--- src/rtl/rv32_multicycle_ctrl_pkg.sv ---
// Shared encodings and per-state control words for the RV32I multicycle controller.
// Latency: none (package of types, constants and a pure decode function).
// Backpressure: n/a.
package rv32_ctrl_pkg;

    typedef enum logic [3:0] {
        S_FETCH, S_DECODE, S_MEMADR, S_MEMRD, S_MEMWB, S_MEMWR, S_EXECR,
        S_EXECI, S_ALUWB, S_BRANCH, S_JAL, S_JALR, S_UPPER, S_TRAP
    } state_e;

    localparam logic [6:0] OP_LOAD   = 7'b0000011;
    localparam logic [6:0] OP_STORE  = 7'b0100011;
    localparam logic [6:0] OP_REG    = 7'b0110011;
    localparam logic [6:0] OP_IMM    = 7'b0010011;
    localparam logic [6:0] OP_BRANCH = 7'b1100011;
    localparam logic [6:0] OP_JAL    = 7'b1101111;
    localparam logic [6:0] OP_JALR   = 7'b1100111;
    localparam logic [6:0] OP_LUI    = 7'b0110111;
    localparam logic [6:0] OP_AUIPC  = 7'b0010111;

    typedef enum logic [1:0] {A_PC = 2'b00, A_OLDPC = 2'b01, A_RS1 = 2'b10, A_ZERO = 2'b11} alu_a_e;
    typedef enum logic [1:0] {B_RS2 = 2'b00, B_IMM = 2'b01, B_FOUR = 2'b10} alu_b_e;
    typedef enum logic [1:0] {ALU_ADD = 2'b00, ALU_SUB = 2'b01, ALU_FUNCT = 2'b10} alu_op_e;
    typedef enum logic [1:0] {RES_ALUOUT = 2'b00, RES_MEM = 2'b01, RES_ALU = 2'b10} res_src_e;

    // Moore part of the control outputs; ready/branch dependent enables are added in the top.
    typedef struct packed {
        logic     mem_req;
        logic     mem_we;
        logic     addr_src;
        logic     reg_write;
        logic     pc_write;
        alu_a_e   alu_src_a;
        alu_b_e   alu_src_b;
        alu_op_e  alu_op;
        res_src_e result_src;
    } ctl_t;

    // Control word held while the FSM sits in state s (opcode only matters for UPPER).
    function automatic ctl_t ctl_for(state_e s, logic [6:0] opcode);
        ctl_t c;
        c = '0;
        case (s)
            S_FETCH:  begin c.mem_req = 1'b1; c.alu_src_a = A_PC; c.alu_src_b = B_FOUR; end
            S_DECODE: begin c.alu_src_a = A_OLDPC; c.alu_src_b = B_IMM; end
            S_MEMADR: begin c.alu_src_a = A_RS1; c.alu_src_b = B_IMM; end
            S_MEMRD:  begin c.mem_req = 1'b1; c.addr_src = 1'b1; end
            S_MEMWB:  begin c.result_src = RES_MEM; c.reg_write = 1'b1; end
            S_MEMWR:  begin c.mem_req = 1'b1; c.mem_we = 1'b1; c.addr_src = 1'b1; end
            S_EXECR:  begin c.alu_src_a = A_RS1; c.alu_src_b = B_RS2; c.alu_op = ALU_FUNCT; end
            S_EXECI:  begin c.alu_src_a = A_RS1; c.alu_src_b = B_IMM; c.alu_op = ALU_FUNCT; end
            S_ALUWB:  begin c.result_src = RES_ALUOUT; c.reg_write = 1'b1; end
            S_BRANCH: begin c.alu_src_a = A_RS1; c.alu_src_b = B_RS2; c.alu_op = ALU_SUB; end
            S_JAL:    begin
                c.alu_src_a = A_OLDPC; c.alu_src_b = B_FOUR; c.result_src = RES_ALU;
                c.reg_write = 1'b1; c.pc_write = 1'b1;
            end
            S_JALR:   begin c.alu_src_a = A_RS1; c.alu_src_b = B_IMM; end
            S_UPPER:  begin
                c.alu_src_a = (opcode == OP_LUI) ? A_ZERO : A_OLDPC;
                c.alu_src_b = B_IMM;
            end
            default:  c = '0;
        endcase
        return c;
    endfunction

endpackage

--- src/rtl/rv32_multicycle_ctrl_if.sv ---
// Bundle between the multicycle controller (master) and the datapath (slave).
// Latency: none (wires only).
// Backpressure: memory stalls are signalled through mem_ready.
interface rv32_multicycle_ctrl_if #(parameter int CNT_W = 32);
    logic [6:0]       opcode;
    logic [2:0]       funct3;
    logic             funct7_5;
    logic             branch_taken;
    logic             mem_ready;
    logic             pc_write;
    logic             ir_write;
    logic             addr_src;
    logic             mem_req;
    logic             mem_we;
    logic             reg_write;
    logic [1:0]       alu_src_a;
    logic [1:0]       alu_src_b;
    logic [1:0]       alu_op;
    logic [1:0]       result_src;
    logic             illegal_instr;
    logic             bus_error;
    logic [CNT_W-1:0] instret;
    logic [CNT_W-1:0] cycles;

    modport master (
        input  opcode, funct3, funct7_5, branch_taken, mem_ready,
        output pc_write, ir_write, addr_src, mem_req, mem_we, reg_write,
               alu_src_a, alu_src_b, alu_op, result_src, illegal_instr, bus_error,
               instret, cycles
    );

    modport slave (
        output opcode, funct3, funct7_5, branch_taken, mem_ready,
        input  pc_write, ir_write, addr_src, mem_req, mem_we, reg_write,
               alu_src_a, alu_src_b, alu_op, result_src, illegal_instr, bus_error,
               instret, cycles
    );
endinterface

--- src/rtl/rv32_wait_timer.sv ---
// Counts consecutive stalled memory cycles and flags a timeout on the WAIT_MAX-th one.
// Latency: timeout is combinational from the current count and mem_ready.
// Backpressure: restarts whenever the request completes, drops, or the FSM changes state.
module rv32_wait_timer #(
    parameter int WAIT_MAX = 16
) (
    input  logic CLK,
    input  logic RST,
    input  logic active,
    input  logic ready,
    input  logic restart,
    output logic timeout
);
    localparam int W = $clog2(WAIT_MAX + 1);

    logic [W-1:0] cnt;

    assign timeout = active && !ready && (cnt == W'(WAIT_MAX - 1));

    // Count stalled cycles of the current request, clearing on any break in the stall.
    always_ff @(posedge CLK) begin
        if (RST || !active || ready || restart) begin
            cnt <= '0;
        end else begin
            cnt <= cnt + W'(1);
        end
    end
endmodule

--- src/rtl/rv32_multicycle_ctrl.sv ---
// Multicycle RV32I control FSM; optional perf counters built when RV32_CTRL_PERF_EN is defined.
// Latency: R/I/upper/store/JALR 4, load 5, branch/JAL 3 cycles with zero memory wait.
// Backpressure: holds FETCH/MEMRD/MEMWR until mem_ready; traps after WAIT_MAX stalled cycles.
module rv32_multicycle_ctrl
    import rv32_ctrl_pkg::*;
#(
    parameter int WAIT_MAX = 16,
    parameter int CNT_W    = 32
) (
    input  logic                    CLK,
    input  logic                    RST,
    rv32_multicycle_ctrl_if.master  bus
);
    state_e state;
    state_e next_state;
    ctl_t   ctl_q;
    logic   illegal_q;
    logic   bus_err_q;
    logic   timeout;
    logic   run;

    // ALU control decode of funct3/funct7_5 happens in the datapath.
    logic unused_ir;
    assign unused_ir = ^{bus.funct3, bus.funct7_5};

    assign run = !RST;

    rv32_wait_timer #(.WAIT_MAX(WAIT_MAX)) u_wait_timer (
        .CLK     (CLK),
        .RST     (RST),
        .active  (bus.mem_req),
        .ready   (bus.mem_ready),
        .restart (next_state != state),
        .timeout (timeout)
    );

    // Next-state selection from current state, opcode and memory handshake.
    always_comb begin
        next_state = state;
        case (state)
            S_FETCH:  next_state = bus.mem_ready ? S_DECODE : (timeout ? S_TRAP : S_FETCH);
            S_DECODE: begin
                case (bus.opcode)
                    OP_LOAD, OP_STORE: next_state = S_MEMADR;
                    OP_REG:            next_state = S_EXECR;
                    OP_IMM:            next_state = S_EXECI;
                    OP_BRANCH:         next_state = S_BRANCH;
                    OP_JAL:            next_state = S_JAL;
                    OP_JALR:           next_state = S_JALR;
                    OP_LUI, OP_AUIPC:  next_state = S_UPPER;
                    default:           next_state = S_TRAP;
                endcase
            end
            S_MEMADR: next_state = (bus.opcode == OP_LOAD) ? S_MEMRD : S_MEMWR;
            S_MEMRD:  next_state = bus.mem_ready ? S_MEMWB : (timeout ? S_TRAP : S_MEMRD);
            S_MEMWR:  next_state = bus.mem_ready ? S_FETCH : (timeout ? S_TRAP : S_MEMWR);
            S_EXECR, S_EXECI, S_UPPER:       next_state = S_ALUWB;
            S_ALUWB, S_MEMWB, S_BRANCH, S_JAL: next_state = S_FETCH;
            S_JALR:   next_state = S_JAL;
            S_TRAP:   next_state = S_TRAP;
            default:  next_state = S_TRAP;
        endcase
    end

    // State register with the matching control word and sticky trap causes registered alongside.
    always_ff @(posedge CLK) begin
        if (RST) begin
            state     <= S_FETCH;
            ctl_q     <= ctl_for(S_FETCH, 7'd0);
            illegal_q <= 1'b0;
            bus_err_q <= 1'b0;
        end else begin
            state <= next_state;
            ctl_q <= ctl_for(next_state, bus.opcode);
            if (state == S_DECODE && next_state == S_TRAP) begin
                illegal_q <= 1'b1;
            end
            if (timeout) begin
                bus_err_q <= 1'b1;
            end
        end
    end

    // Every output is forced low during reset so an aborted instruction cannot write anything.
    assign bus.mem_req       = run && ctl_q.mem_req;
    assign bus.mem_we        = run && ctl_q.mem_we;
    assign bus.addr_src      = run && ctl_q.addr_src;
    assign bus.reg_write     = run && ctl_q.reg_write;
    assign bus.alu_src_a     = run ? ctl_q.alu_src_a  : 2'b00;
    assign bus.alu_src_b     = run ? ctl_q.alu_src_b  : 2'b00;
    assign bus.alu_op        = run ? ctl_q.alu_op     : 2'b00;
    assign bus.result_src    = run ? ctl_q.result_src : 2'b00;
    assign bus.ir_write      = run && (state == S_FETCH) && bus.mem_ready;
    assign bus.pc_write      = run && (ctl_q.pc_write
                                       || ((state == S_FETCH)  && bus.mem_ready)
                                       || ((state == S_BRANCH) && bus.branch_taken));
    assign bus.illegal_instr = run && illegal_q;
    assign bus.bus_error     = run && bus_err_q;

`ifdef RV32_CTRL_PERF_EN
    logic [CNT_W-1:0] cycles_q;
    logic [CNT_W-1:0] instret_q;

    // Cycle and retirement counters; both stop advancing once the core has trapped.
    always_ff @(posedge CLK) begin
        if (RST) begin
            cycles_q  <= '0;
            instret_q <= '0;
        end else if (state != S_TRAP) begin
            cycles_q <= cycles_q + CNT_W'(1);
            if (state != S_FETCH && next_state == S_FETCH) begin
                instret_q <= instret_q + CNT_W'(1);
            end
        end
    end

    assign bus.cycles  = cycles_q;
    assign bus.instret = instret_q;
`else
    assign bus.cycles  = '0;
    assign bus.instret = '0;
`endif
endmodule
--- src/flat_wrapper.sv ---
// flat-port wrapper written by rule: the top's interface ports become plain ports
module rv32_multicycle_ctrl_flat import rv32_ctrl_pkg::*;
#(
    parameter int WAIT_MAX = 16,
    parameter int CNT_W    = 32
)
  (CLK, RST, bus_opcode, bus_funct3, bus_funct7_5, bus_branch_taken, bus_mem_ready, bus_pc_write, bus_ir_write, bus_addr_src, bus_mem_req, bus_mem_we, bus_reg_write, bus_alu_src_a, bus_alu_src_b, bus_alu_op, bus_result_src, bus_illegal_instr, bus_bus_error, bus_instret, bus_cycles);
  rv32_multicycle_ctrl_if #(.CNT_W(CNT_W)) bus_i ();
  input  logic CLK;
  input  logic RST;
  input wire logic [$bits(bus_i.opcode)-1:0] bus_opcode;
  input wire logic [$bits(bus_i.funct3)-1:0] bus_funct3;
  input wire logic [$bits(bus_i.funct7_5)-1:0] bus_funct7_5;
  input wire logic [$bits(bus_i.branch_taken)-1:0] bus_branch_taken;
  input wire logic [$bits(bus_i.mem_ready)-1:0] bus_mem_ready;
  output wire logic [$bits(bus_i.pc_write)-1:0] bus_pc_write;
  output wire logic [$bits(bus_i.ir_write)-1:0] bus_ir_write;
  output wire logic [$bits(bus_i.addr_src)-1:0] bus_addr_src;
  output wire logic [$bits(bus_i.mem_req)-1:0] bus_mem_req;
  output wire logic [$bits(bus_i.mem_we)-1:0] bus_mem_we;
  output wire logic [$bits(bus_i.reg_write)-1:0] bus_reg_write;
  output wire logic [$bits(bus_i.alu_src_a)-1:0] bus_alu_src_a;
  output wire logic [$bits(bus_i.alu_src_b)-1:0] bus_alu_src_b;
  output wire logic [$bits(bus_i.alu_op)-1:0] bus_alu_op;
  output wire logic [$bits(bus_i.result_src)-1:0] bus_result_src;
  output wire logic [$bits(bus_i.illegal_instr)-1:0] bus_illegal_instr;
  output wire logic [$bits(bus_i.bus_error)-1:0] bus_bus_error;
  output wire logic [$bits(bus_i.instret)-1:0] bus_instret;
  output wire logic [$bits(bus_i.cycles)-1:0] bus_cycles;
  assign bus_i.opcode = bus_opcode;
  assign bus_i.funct3 = bus_funct3;
  assign bus_i.funct7_5 = bus_funct7_5;
  assign bus_i.branch_taken = bus_branch_taken;
  assign bus_i.mem_ready = bus_mem_ready;
  assign bus_pc_write = bus_i.pc_write;
  assign bus_ir_write = bus_i.ir_write;
  assign bus_addr_src = bus_i.addr_src;
  assign bus_mem_req = bus_i.mem_req;
  assign bus_mem_we = bus_i.mem_we;
  assign bus_reg_write = bus_i.reg_write;
  assign bus_alu_src_a = bus_i.alu_src_a;
  assign bus_alu_src_b = bus_i.alu_src_b;
  assign bus_alu_op = bus_i.alu_op;
  assign bus_result_src = bus_i.result_src;
  assign bus_illegal_instr = bus_i.illegal_instr;
  assign bus_bus_error = bus_i.bus_error;
  assign bus_instret = bus_i.instret;
  assign bus_cycles = bus_i.cycles;
  rv32_multicycle_ctrl #(.WAIT_MAX(WAIT_MAX), .CNT_W(CNT_W)) u_core (.CLK(CLK), .RST(RST), .bus(bus_i));
endmodule
--- config.mk ---
export PLATFORM = sky130hd
export DESIGN_NAME = rv32_multicycle_ctrl_flat
export DESIGN_NICKNAME = d
export VERILOG_FILES = /design/src/rtl/rv32_multicycle_ctrl_pkg.sv /design/src/rtl/rv32_multicycle_ctrl_if.sv /design/src/rtl/rv32_wait_timer.sv /design/src/rtl/rv32_multicycle_ctrl.sv /design/src/flat_wrapper.sv
export SDC_FILE = /design/constraint.sdc
export NUM_CORES = 1
export LEC_CHECK = 0
export BUFFER_PORTS_ARGS = -buffer_cell sky130_fd_sc_hd__buf_2
export CORE_MARGIN = 5
export CORE_UTILIZATION = 42
export CTS_CLUSTER_SIZE = 10
export DETAILED_ROUTE_END_ITERATION = 16
export PLACE_DENSITY = 0.78
export SLEW_MARGIN = 20
export SYNTH_ARGS = -nofsm -noshare
export SYNTH_HDL_FRONTEND = slang
export SYNTH_SLANG_ARGS = --single-unit
--- constraint.sdc ---
create_clock -name CLK -period 2.3 [get_ports CLK]
set_clock_uncertainty 0.15 [all_clocks]
set_input_delay 0.115 -clock CLK [delete_from_list [all_inputs] [get_ports CLK]]
set_output_delay 0.115 -clock CLK [all_outputs]
set_load 0.01 [all_outputs]
==> key figures <==
Min path
  • Worst min path class: primary input to flop

Synthesis
  • Async S/R FF share, synth: 0%
  • Post-Synth Adder-Cell Area: 1.32%
  • Post-Syn Area: 0.00189 mm^2
  • XOR/XNOR share of the synthesized area: 2.78%
  • Synth Area in Compound Gates: 13.2%
  • Ys flop type: dfxtp_1
  • Distinct cells, synth: 54
  • Simple-gate share of the synthesized area: 27.4%
  • Multiplexer share of the synthesized area: 0.596%
  • Register area share after synthesis: 24.4%
  • Yosys Warn Count: 0
  • Cells after Synth: 231
  • Syn_area_per_cell: 8.18 um^2
  • Count leader, synth: buf_4
  • Synth area leader: buf_4
  • Post-synth top cells: buf_4 (65), dfxtp_1 (23), nor2b_1 (22)
  • Post-synth EDFFs: 0
  • Synth area leaders: buf_4 (26%), dfxtp_1 (24%), nor2b_1 (7.3%)
  • Largest family of logic cells by synthesized area: buffers and inverters
  • Seq cells post-synth: 23
  • Post-synth top area share: 25.8%

Floorplanning
  • Std cell rows: 24
  • Initial Util: 43.4%
  • Core area: 0.00435 mm^2
  • Die area: 0.00594 mm^2
  • Die width: 77.1 um
  • Die H: 77.1 um
  • I/O pin count: 95

Drt
  • DR pass1 iterations: 4
  • Drt initial violations: 88
  • Via count: 1,497
  • DR WL/cell: 12.2 um
  • Vias per cell: 4.61
  • Final WL: 3.96 mm
  • Final ANT Viol Nets: 0
  • DR DRC count: 0

Critical path
  • Startpoint Class: flop
  • Endpoint class of the critical path: flop
  • Worst setup path category: flop to flop
  • CP Data Required Time: 2.34 ns
  • Worst EP arrival: 2.50 ns
  • CP Max Fanout: 3

Clock tree
  • Clk buf depth: 2
  • # clock sinks: 23
  • CTS Root Cell: clkbuf_8
  • TritonCTS Buffers: 3
  • CTS tree: done
  • Clock Pin Slew Worst Setup and Hold Paths: 0.08 ns
  • Skew-Pair Late Insertion Delay: 0.27 ns
  • H-tree depth: 1

Global route
  • First-pass GRT wire length: 5.84 mm
  • GRT Util Overall: 11.9%
  • Remaining global-route overflow: 0
  • Initial antenna violation count: 0
  • Largest net degree at the start of global routing: 27
  • Vias in the first global route: 1,276

Run status
  • Outcome: finished with violations
  • Failing checks: setup timing

Power
  • P_leak: 0.000980 uW
  • Pwr Density: 698 mW/mm^2
  • VDD IR-drop max: 0.327 mV

Placement
  • IO Port Bufs: 26
  • Post-DP Area: 0.00198 mm^2
  • DP HPWL: 2.96 mm
  • Final GP Congestion: 0.928

Cells and area
  • P&R area growth vs syn: 12.2%
  • Layout cell share with drive strength beyond 1: 30.8%
  • Final Util: 48.7%
  • Area occupied by multi-input gates: 0.00120 mm^2
  • Antenna cells: 0
  • Final instance area: 0.00212 mm^2
  • Storage cell area: 463 um^2
  • FILL cells: 419
  • Nets@finish: 291

Timing
  • Setup_tns: -0.790 ns
  • Minimum clock period: 2.46 ns
  • Fin. max-slew vios: 0
  • Final setup viols: 10
  • Unrepaired setup endpoints after global routing: true
  • Post-route setup slack: -0.159 ns
  • Final hold violation count: 0
  • Fmax: 0.407 GHz
  • Tcrit/Tclk final: 107%

Flow run
  • Number of max-cap violations: 0
## final cells by class
type	count	share of cell area (%)
clock buffers	3	1.95
inverters	5	0.885
clock inverters	1	0.354
repair buffers	51	15.5
flip-flops and latches	23	21.8
multi-input cells	190	56.4
well taps	52	3.07
## cells by family (layout without fill, tap and decap cells)
group	after synthesis	in the layout
flip-flops	23	23
buffers and inverters	81	60
AO/OA/AOI/OAI	34	34
XOR/XNOR	6	6
AND/OR/NAND/NOR	83	83
multiplexers	1	1
other	1	64
adder cells (fa/ha/maj)	2	2
## through the flow
step                      setup WS, ns  hold WS [ns]  power (uW)  std cells
final                           -0.159         0.130        1480        325
after global routing            -0.262         0.138        1580        325
after global placement          -0.148         0.250        1140        318
after detailed placement        -0.159         0.253        1140        318
after floorplan                 -0.184         0.121        1030        294
after CTS                       -0.140         0.118        1430        324
## layout by cell type (no fill, tap or decap), types with 3 or more instances in the layout
master	count
nor2b_1	21
nand3_1	4
xnor2_1	4
dfxtp_1	21
buf_4	22
clkbuf_8	3
inv_1	4
nor2_1	14
nor2_2	3
nand2_1	11
conb_1	64
buf_2	26
a21oi_1	5
nor3_1	6
## path summary, 6_finish.rpt
| path | from | to | slack [ns] | cells after the start |
|---|---|---|---|---|
| worst max-delay path | u_core.u_wait_timer.cnt[1] | u_core.ctl_q[4] | -0.16 | 10 |
| worst min-delay path | bus_mem_ready | u_core.ctl_q[6] | 0.13 | 3 |
| worst max register to register | u_core.u_wait_timer.cnt[1] | u_core.ctl_q[4] | -0.16 | 10 |
| worst min register to register | u_core.illegal_q | u_core.illegal_q | 0.32 | 2 |
## timing repair
action | in CTS | in global routing
endpoints found under the hold margin | 3 | 0
setup buffers | 1 | 1
gates resized for setup | 7 | 9
hold buffers | 1 | 0
pin swaps | 9 | 4
setup endpoints to repair | 15 | 16
cloned | 0 | 0
## where the power goes
group | switching, uW | leakage (uW) | internal [uW] | total, uW
sequential | 35.3 | 0.000189 | 456 | 491
combinational | 392 | 0.000770 | 342 | 734
clock | 131 | 0.0000217 | 123 | 254
## flip-flops by register name, summed over array words and instances (netlist names)
signal / count
u_core.ctl_q: 12
u_core.u_wait_timer.cnt: 5
u_core.state: 4
u_core.bus_err_q: 1
u_core.illegal_q: 1
## critical path: stages, from the launching register on
cell and delay, ns:
dfxtp_2 0.34, ha_4 0.15, and3_4 0.18, ha_4 0.16, and4bb_2 0.26, o211ai_1 0.13, nand2_1 0.14, nor2_2 0.14
nor2b_1 0.06, or4_1 0.49, a31oi_1 0.18
## per-layer routing
metal	vias up	track usage [%]	part of all wire, %
met1	680	13.1	38
met4	0	3.44	1.1
li1	738	-	-
met5	-	0	0
met3	8	4.92	11
met2	71	20.9	50
Note: power is estimated with default switching activity, not from simulation.
